**config.mk**
```make
export PLATFORM = sky130hd
export DESIGN_NAME = shift_exec_pipe
export DESIGN_NICKNAME = d
export VERILOG_FILES = /design/src/rtl/shift_defs_pkg.sv /design/src/rtl/shift_rotate_right.sv /design/src/rtl/shift_exec_pipe.sv
export SDC_FILE = /design/constraint.sdc
export NUM_CORES = 1
export LEC_CHECK = 0
export BUFFER_PORTS_ARGS = -buffer_cell sky130_fd_sc_hd__buf_2
export CAP_MARGIN = 20
export CORE_MARGIN = 4
export CORE_UTILIZATION = 55
export CTS_CLUSTER_SIZE = 20
export DETAILED_ROUTE_END_ITERATION = 16
export GPL_TIMING_DRIVEN = 0
export PLACE_DENSITY = 0.76
export SYNTH_ARGS = -nofsm -noshare
export SYNTH_HDL_FRONTEND = slang
export SYNTH_SLANG_ARGS = --single-unit
```
**constraint.sdc**
```tcl
create_clock -name clk -period 6.6 [get_ports clk]
set_clock_uncertainty 0.05 [all_clocks]
set_input_delay 0.33 -clock clk [delete_from_list [all_inputs] [get_ports clk]]
set_output_delay 0.33 -clock clk [all_outputs]
set_load 0.03 [all_outputs]
```
**src/rtl/shift_defs_pkg.sv**
```systemverilog
// Shared definitions for the shift/rotate execution path: operand width, op encodings and
// the bit-reverse helper used to turn left operations into right ones.
package shift_defs;

   localparam int unsigned DATA_W = 16;
   localparam int unsigned AMT_W  = 4;
   localparam int unsigned OP_W   = 3;

   typedef enum logic [OP_W-1:0] {
      OpRol = 3'b000,
      OpSll = 3'b001,
      OpRor = 3'b010,
      OpSrl = 3'b011,
      OpSra = 3'b100
   } shift_op_e;

   function automatic logic [DATA_W-1:0] bit_rev(input logic [DATA_W-1:0] x);
      logic [DATA_W-1:0] r;
      for (int i = 0; i < int'(DATA_W); i++) begin
         r[i] = x[int'(DATA_W) - 1 - i];
      end
      return r;
   endfunction

endpackage

```
**src/rtl/shift_rotate_right.sv**
```systemverilog
// Right rotate / right logical shift of one operand by a variable amount.
module shift_rotate_right #(
   parameter int unsigned DATA_W = 16,
   parameter int unsigned AMT_W  = 4
) (
   input  logic [DATA_W-1:0] data_i,
   input  logic [AMT_W-1:0]  amt_i,
   input  logic              rotate_i,
   output logic [DATA_W-1:0] result_o
);

   logic [2*DATA_W-1:0] rot_wide;

   always_comb begin
      // The low half of the doubled operand shifted right is the rotate result.
      rot_wide = {data_i, data_i} >> amt_i;
      if (rotate_i) begin
         result_o = rot_wide[DATA_W-1:0];
      end else begin
         result_o = data_i >> amt_i;
      end
   end

endmodule

```
**src/rtl/shift_exec_pipe.sv**
```systemverilog
// Two-stage shift/rotate execution pipe: S1 holds the request, S2 holds the computed result.
// Left ops reuse the right-shift datapath by bit-reversing the operand and the result.
module shift_exec_pipe #(
   parameter int unsigned DATA_W = shift_defs::DATA_W,
   parameter int unsigned TAG_W  = 3
) (
   input  logic              clk,
   input  logic              rst_n,
   input  logic              flush,
   input  logic              in_valid,
   output logic              in_ready,
   input  logic [DATA_W-1:0] in_data,
   input  logic [3:0]        in_amt,
   input  logic [2:0]        in_op,
   input  logic [TAG_W-1:0]  in_tag,
   output logic              out_valid,
   input  logic              out_ready,
   output logic [DATA_W-1:0] out_data,
   output logic [TAG_W-1:0]  out_tag,
   output logic              out_err
);

   import shift_defs::*;

   logic              s1_valid_q, s1_valid_d;
   logic [DATA_W-1:0] s1_data_q, s1_data_d;
   logic [3:0]        s1_amt_q, s1_amt_d;
   logic [2:0]        s1_op_q, s1_op_d;
   logic [TAG_W-1:0]  s1_tag_q, s1_tag_d;

   logic              s2_valid_q, s2_valid_d;
   logic [DATA_W-1:0] s2_data_q, s2_data_d;
   logic [TAG_W-1:0]  s2_tag_q, s2_tag_d;
   logic              s2_err_q, s2_err_d;

   logic              s2_free, s1_adv, accept, out_fire;
   logic              left_op, rotate_op;
   logic [DATA_W-1:0] sr_in, sr_out, result;
   logic              result_err;

   always_comb begin
      out_fire = s2_valid_q & out_ready;
      s2_free  = ~s2_valid_q | out_ready;
      s1_adv   = s1_valid_q & s2_free;
      in_ready = rst_n & ~flush & (~s1_valid_q | s1_adv);
      accept   = in_valid & in_ready;
   end

   always_comb begin
      left_op   = (s1_op_q == OpRol) || (s1_op_q == OpSll);
      rotate_op = (s1_op_q == OpRol) || (s1_op_q == OpRor);
      sr_in     = left_op ? bit_rev(s1_data_q) : s1_data_q;
   end

   shift_rotate_right #(
      .DATA_W (DATA_W),
      .AMT_W  (4)
   ) u_shift_rotate_right (
      .data_i   (sr_in),
      .amt_i    (s1_amt_q),
      .rotate_i (rotate_op),
      .result_o (sr_out)
   );

   always_comb begin
      result     = sr_out;
      result_err = 1'b0;
      case (s1_op_q)
         OpRol, OpSll: result = bit_rev(sr_out);
         OpRor, OpSrl: result = sr_out;
         // Fill the top amt bits with the sign of the operand.
         OpSra: result = sr_out |
                         (~({DATA_W{1'b1}} >> s1_amt_q) & {DATA_W{s1_data_q[DATA_W-1]}});
         default: begin
            result     = s1_data_q;
            result_err = 1'b1;
         end
      endcase
   end

   always_comb begin
      s1_valid_d = s1_valid_q;
      s1_data_d  = s1_data_q;
      s1_amt_d   = s1_amt_q;
      s1_op_d    = s1_op_q;
      s1_tag_d   = s1_tag_q;
      if (flush) begin
         s1_valid_d = 1'b0;
      end else if (accept) begin
         s1_valid_d = 1'b1;
         s1_data_d  = in_data;
         s1_amt_d   = in_amt;
         s1_op_d    = in_op;
         s1_tag_d   = in_tag;
      end else if (s1_adv) begin
         s1_valid_d = 1'b0;
      end
   end

   always_comb begin
      s2_valid_d = s2_valid_q;
      s2_data_d  = s2_data_q;
      s2_tag_d   = s2_tag_q;
      s2_err_d   = s2_err_q;
      if (flush) begin
         s2_valid_d = 1'b0;
      end else if (s1_adv) begin
         s2_valid_d = 1'b1;
         s2_data_d  = result;
         s2_tag_d   = s1_tag_q;
         s2_err_d   = result_err;
      end else if (out_fire) begin
         s2_valid_d = 1'b0;
      end
   end

   always_ff @(posedge clk or negedge rst_n) begin
      if (!rst_n) begin
         s1_valid_q <= 1'b0;
         s1_data_q  <= '0;
         s1_amt_q   <= '0;
         s1_op_q    <= '0;
         s1_tag_q   <= '0;
         s2_valid_q <= 1'b0;
         s2_data_q  <= '0;
         s2_tag_q   <= '0;
         s2_err_q   <= 1'b0;
      end else begin
         s1_valid_q <= s1_valid_d;
         s1_data_q  <= s1_data_d;
         s1_amt_q   <= s1_amt_d;
         s1_op_q    <= s1_op_d;
         s1_tag_q   <= s1_tag_d;
         s2_valid_q <= s2_valid_d;
         s2_data_q  <= s2_data_d;
         s2_tag_q   <= s2_tag_d;
         s2_err_q   <= s2_err_d;
      end
   end

   assign out_valid = s2_valid_q;
   assign out_data  = s2_data_q;
   assign out_tag   = s2_tag_q;
   assign out_err   = s2_err_q;

endmodule

```
==> metrics <==
top cell type's share of synthesized area around a third; Area Growth Syn to Fin 14.38%; leading cell types by count after synthesis dfrtp_1, nand2_1, nor2_1, mux2_2, clkbuf_1; capturing point of the worst reg2reg path out_data[6]; drt total wl between 10000 and 15000 um; Yosys cell types 60; area of the multi-input gates 2118 um^2; Detailed Route Iter0 Violations 340; max_cap viols 0; Final Hold Viols 0; Worst Hold Launch flush; fin crit share 47.33%; Clk Latency, worst-skew pair around 0.31 ns; Hold Path Class in -> reg; most area-consuming cells after synthesis dfrtp_1, mux2_2, mux4_2, mux4_1, nand2_1; Max Slew Vio Count 0; first-pass GRT wire length between 15000 and 20000 um; CP max FO 10; clock sink count 48; most instantiated library cell after synthesis dfrtp_1; Mapped Nets between 300 and 400; path type of the worst setup path reg -> reg; Post-synth ARST share 100.0%; I/O pin cnt 53; Leakage Power around 1.6 nW; DRT antenna net count 0; die width a little under 90 um; initial antenna violation count 0; Post-Synthesis Cell Area roughly 3500 um^2; clock buffer count from CTS 5; register area ~1200 um^2; final net count between 400 and 500; Sw Share a little under half; share of cells above drive strength 1 about 28%; Std-Cell Rows 28; Main synth FF type dfrtp_1; Clock Pin Slew Worst Setup and Hold Paths around 0.1 ns; unrepaired setup endpoints after global routing false; Yosys warning total 0; number of buffers added on ports 52; die area about 7600 um^2; register area share after synthesis around a third; Fmax roughly 0.32 GHz; Slew HR between 30% and 40%; WHS Path Cells 2; vias around 3400; worst-margin pin slew approximately 0.97 ns; Worst Hold End out_valid; Core Region around 6000 um^2; Initial Util around 58%; Clk pwr share between 15 and 20%; clk root buf clkbuf_8; cell-internal power about 0.76 mW; register share of total power 31.0%; PwrDens around 360 nW/um^2; # fillers 513; Total Routing Usage GR slightly above 30%; postcts setup bufs 0; grt ovf 0; die height roughly 90 um; GPL Wtd Cong just over 1; drt drc 0; Clock Tree Buf Depth 2; Sw Pwr roughly 0.66 mW; cell taking the most area after synthesis dfrtp_1; HPWL after detailed placement slightly above 8000 um; post-layout min period around 3.1 ns; RR Startpoint s1_op_q[1]; crit start category flip-flop; largest net degree at the start of global routing 50; H-tree Lvls 2; Comb pwr share a little over half; CTS resizes 0; setup slack, reg-to-reg approximately 3.5 ns; cell count of the worst reg-to-reg path 9; Worst VDD drop just under 0.2 mV; final setup vio count 0; vias in the first global route 3244; Req. time, crit path 6.75 ns; register bit total from synthesis 48; CTS tree done; Hold WS about 0.13 ns; Sum Neg Setup Slack 0 ns; diodes inserted 0; syn_area_per_cell just under 10 um^2; Worst setup EP type flip-flop; drt wl/cell 22.80 um; CP arrival between 3 and 4 ns; Syn Inst Count 350; status complete, no violations; vias per inst ~7.0; EDFF count, synth 0; 1st-pass router iterations 5
cells by family (layout without fill, tap and decap cells):
| logic type | after synthesis | count (layout) | synth area share, % |
|---|---|---|---|
| DFF | 48 | 48 | 34.59 |
| AOI/OAI and AO/OA | 100 | 100 | 20.97 |
| muxes | 54 | 54 | 24.54 |
| buffers and inverters | 32 | 94 | 4.396 |
| and+or+nand+nor | 115 | 115 | 15.24 |
| xor gates and xnor gates | 1 | 1 | 0.2523 |
stage by stage:
stage                     setup slack [ns]  instance area [um^2]  power [mW]  std cells  util (%)
after global placement               3.577                  3826       1.172        477     63.50
final                                3.476                  3971       1.421        487     65.91
after global routing                 3.348                  3971       1.487        487     65.91
after detailed placement             3.563                  3826       1.178        477     63.50
after floorplan                      4.040                  3472      0.9569        350         -
after CTS                            3.534                  3941       1.403        485     65.41
flip-flops by register name, indices dropped and copies added (netlist names):
register and count:
s1_valid_q 1, s1_amt_q 4, s1_op_q 3, out_valid 1, out_err 1, out_tag 3, s1_data_q 16, out_data 16
s1_tag_q 3
cells in the final DEF (no fill, tap or decap), drive strengths merged, types with 2 or more instances in the layout:
master | synthesis | layout
and3 | 3 | 3
a211oi | 4 | 4
o22a | 4 | 4
nand3 | 6 | 6
o22ai | 16 | 16
nor2b | 4 | 4
dfrtp | 48 | 48
buf | 8 | 61
or3 | 2 | 2
nand2b | 6 | 6
clkbuf | 20 | 25
a221o | 3 | 3
a31oi | 11 | 11
mux4 | 20 | 20
a22oi | 4 | 4
a221oi | 11 | 11
o221ai | 2 | 2
nand2 | 39 | 39
nor3 | 8 | 8
nor2 | 34 | 34
inv | 1 | 2
o21ai | 9 | 9
nand4 | 3 | 3
mux2 | 28 | 28
o211ai | 3 | 3
clkinv | 3 | 3
mux2i | 6 | 6
and2 | 3 | 3
a21oi | 18 | 18
a21o | 2 | 2
or2 | 2 | 2
critical path, stage by stage, from the launching register on:
cell and delay, ns:
dfrtp_1 0.39, buf_6 0.14, nor2_1 0.42, buf_4 0.32
mux4_2 0.57, mux2i_1 0.31, a21oi_1 0.24, o22ai_1 0.22
nor3_1 0.07, a211o_1 0.30
worst max-delay path by stage:
stage	start	cells past startpoint	slack [ns]	end
3_5_place_dp	s1_op_q[1]	9	3.56	out_data[6]
5_1_grt	s1_op_q[1]	9	3.35	out_data[6]
4_1_cts	s1_op_q[1]	9	3.53	out_data[6]
3_3_place_gp	s1_op_q[1]	9	3.58	out_data[6]
6_report	s1_op_q[1]	9	3.48	out_data[6]
2_1_floorplan	s1_op_q[1]	9	4.04	out_data[6]
layer usage:
| metal | wire length (um) | part of all wire, % | vias up | GRT usage (%) |
|---|---|---|---|---|
| li1 | - | - | 1483 | - |
| met1 | 4650 | 42 | 1668 | 43.77 |
| met2 | 5289 | 48 | 216 | 46.71 |
| met3 | 961 | 8.7 | 21 | 3.974 |
| met4 | 201 | 1.8 | 0 | 9.902 |
| met5 | 0 | 0 | - | 0 |
layout make-up:
cell class,instances,share of cell area (%)
inverters,4,0.3781
well taps,75,2.363
flip-flops and latches,48,30.25
clock buffers,5,1.733
plain buffers,28,3.466
clock inverters,3,1.166
multi-input cells,270,53.34
repair buffers,54,7.309
power groups by stage:
stage | combinational, mW | sequential, mW | clock (mW)
floorplan | 0.451 | 0.506 | 0
global placement | 0.731 | 0.440 | 0
CTS | 0.736 | 0.438 | 0.229
global route | 0.801 | 0.449 | 0.238
finish | 0.755 | 0.441 | 0.226
detailed placement | 0.733 | 0.444 | 0
what timing repair did:
item / 4_1_cts / 5_1_grt
hold buffers: 0 / 1
setup endpoints to repair: 0 / 0
endpoints found under the hold margin: 0 / 19
Note: power is estimated with default switching activity, not from simulation.
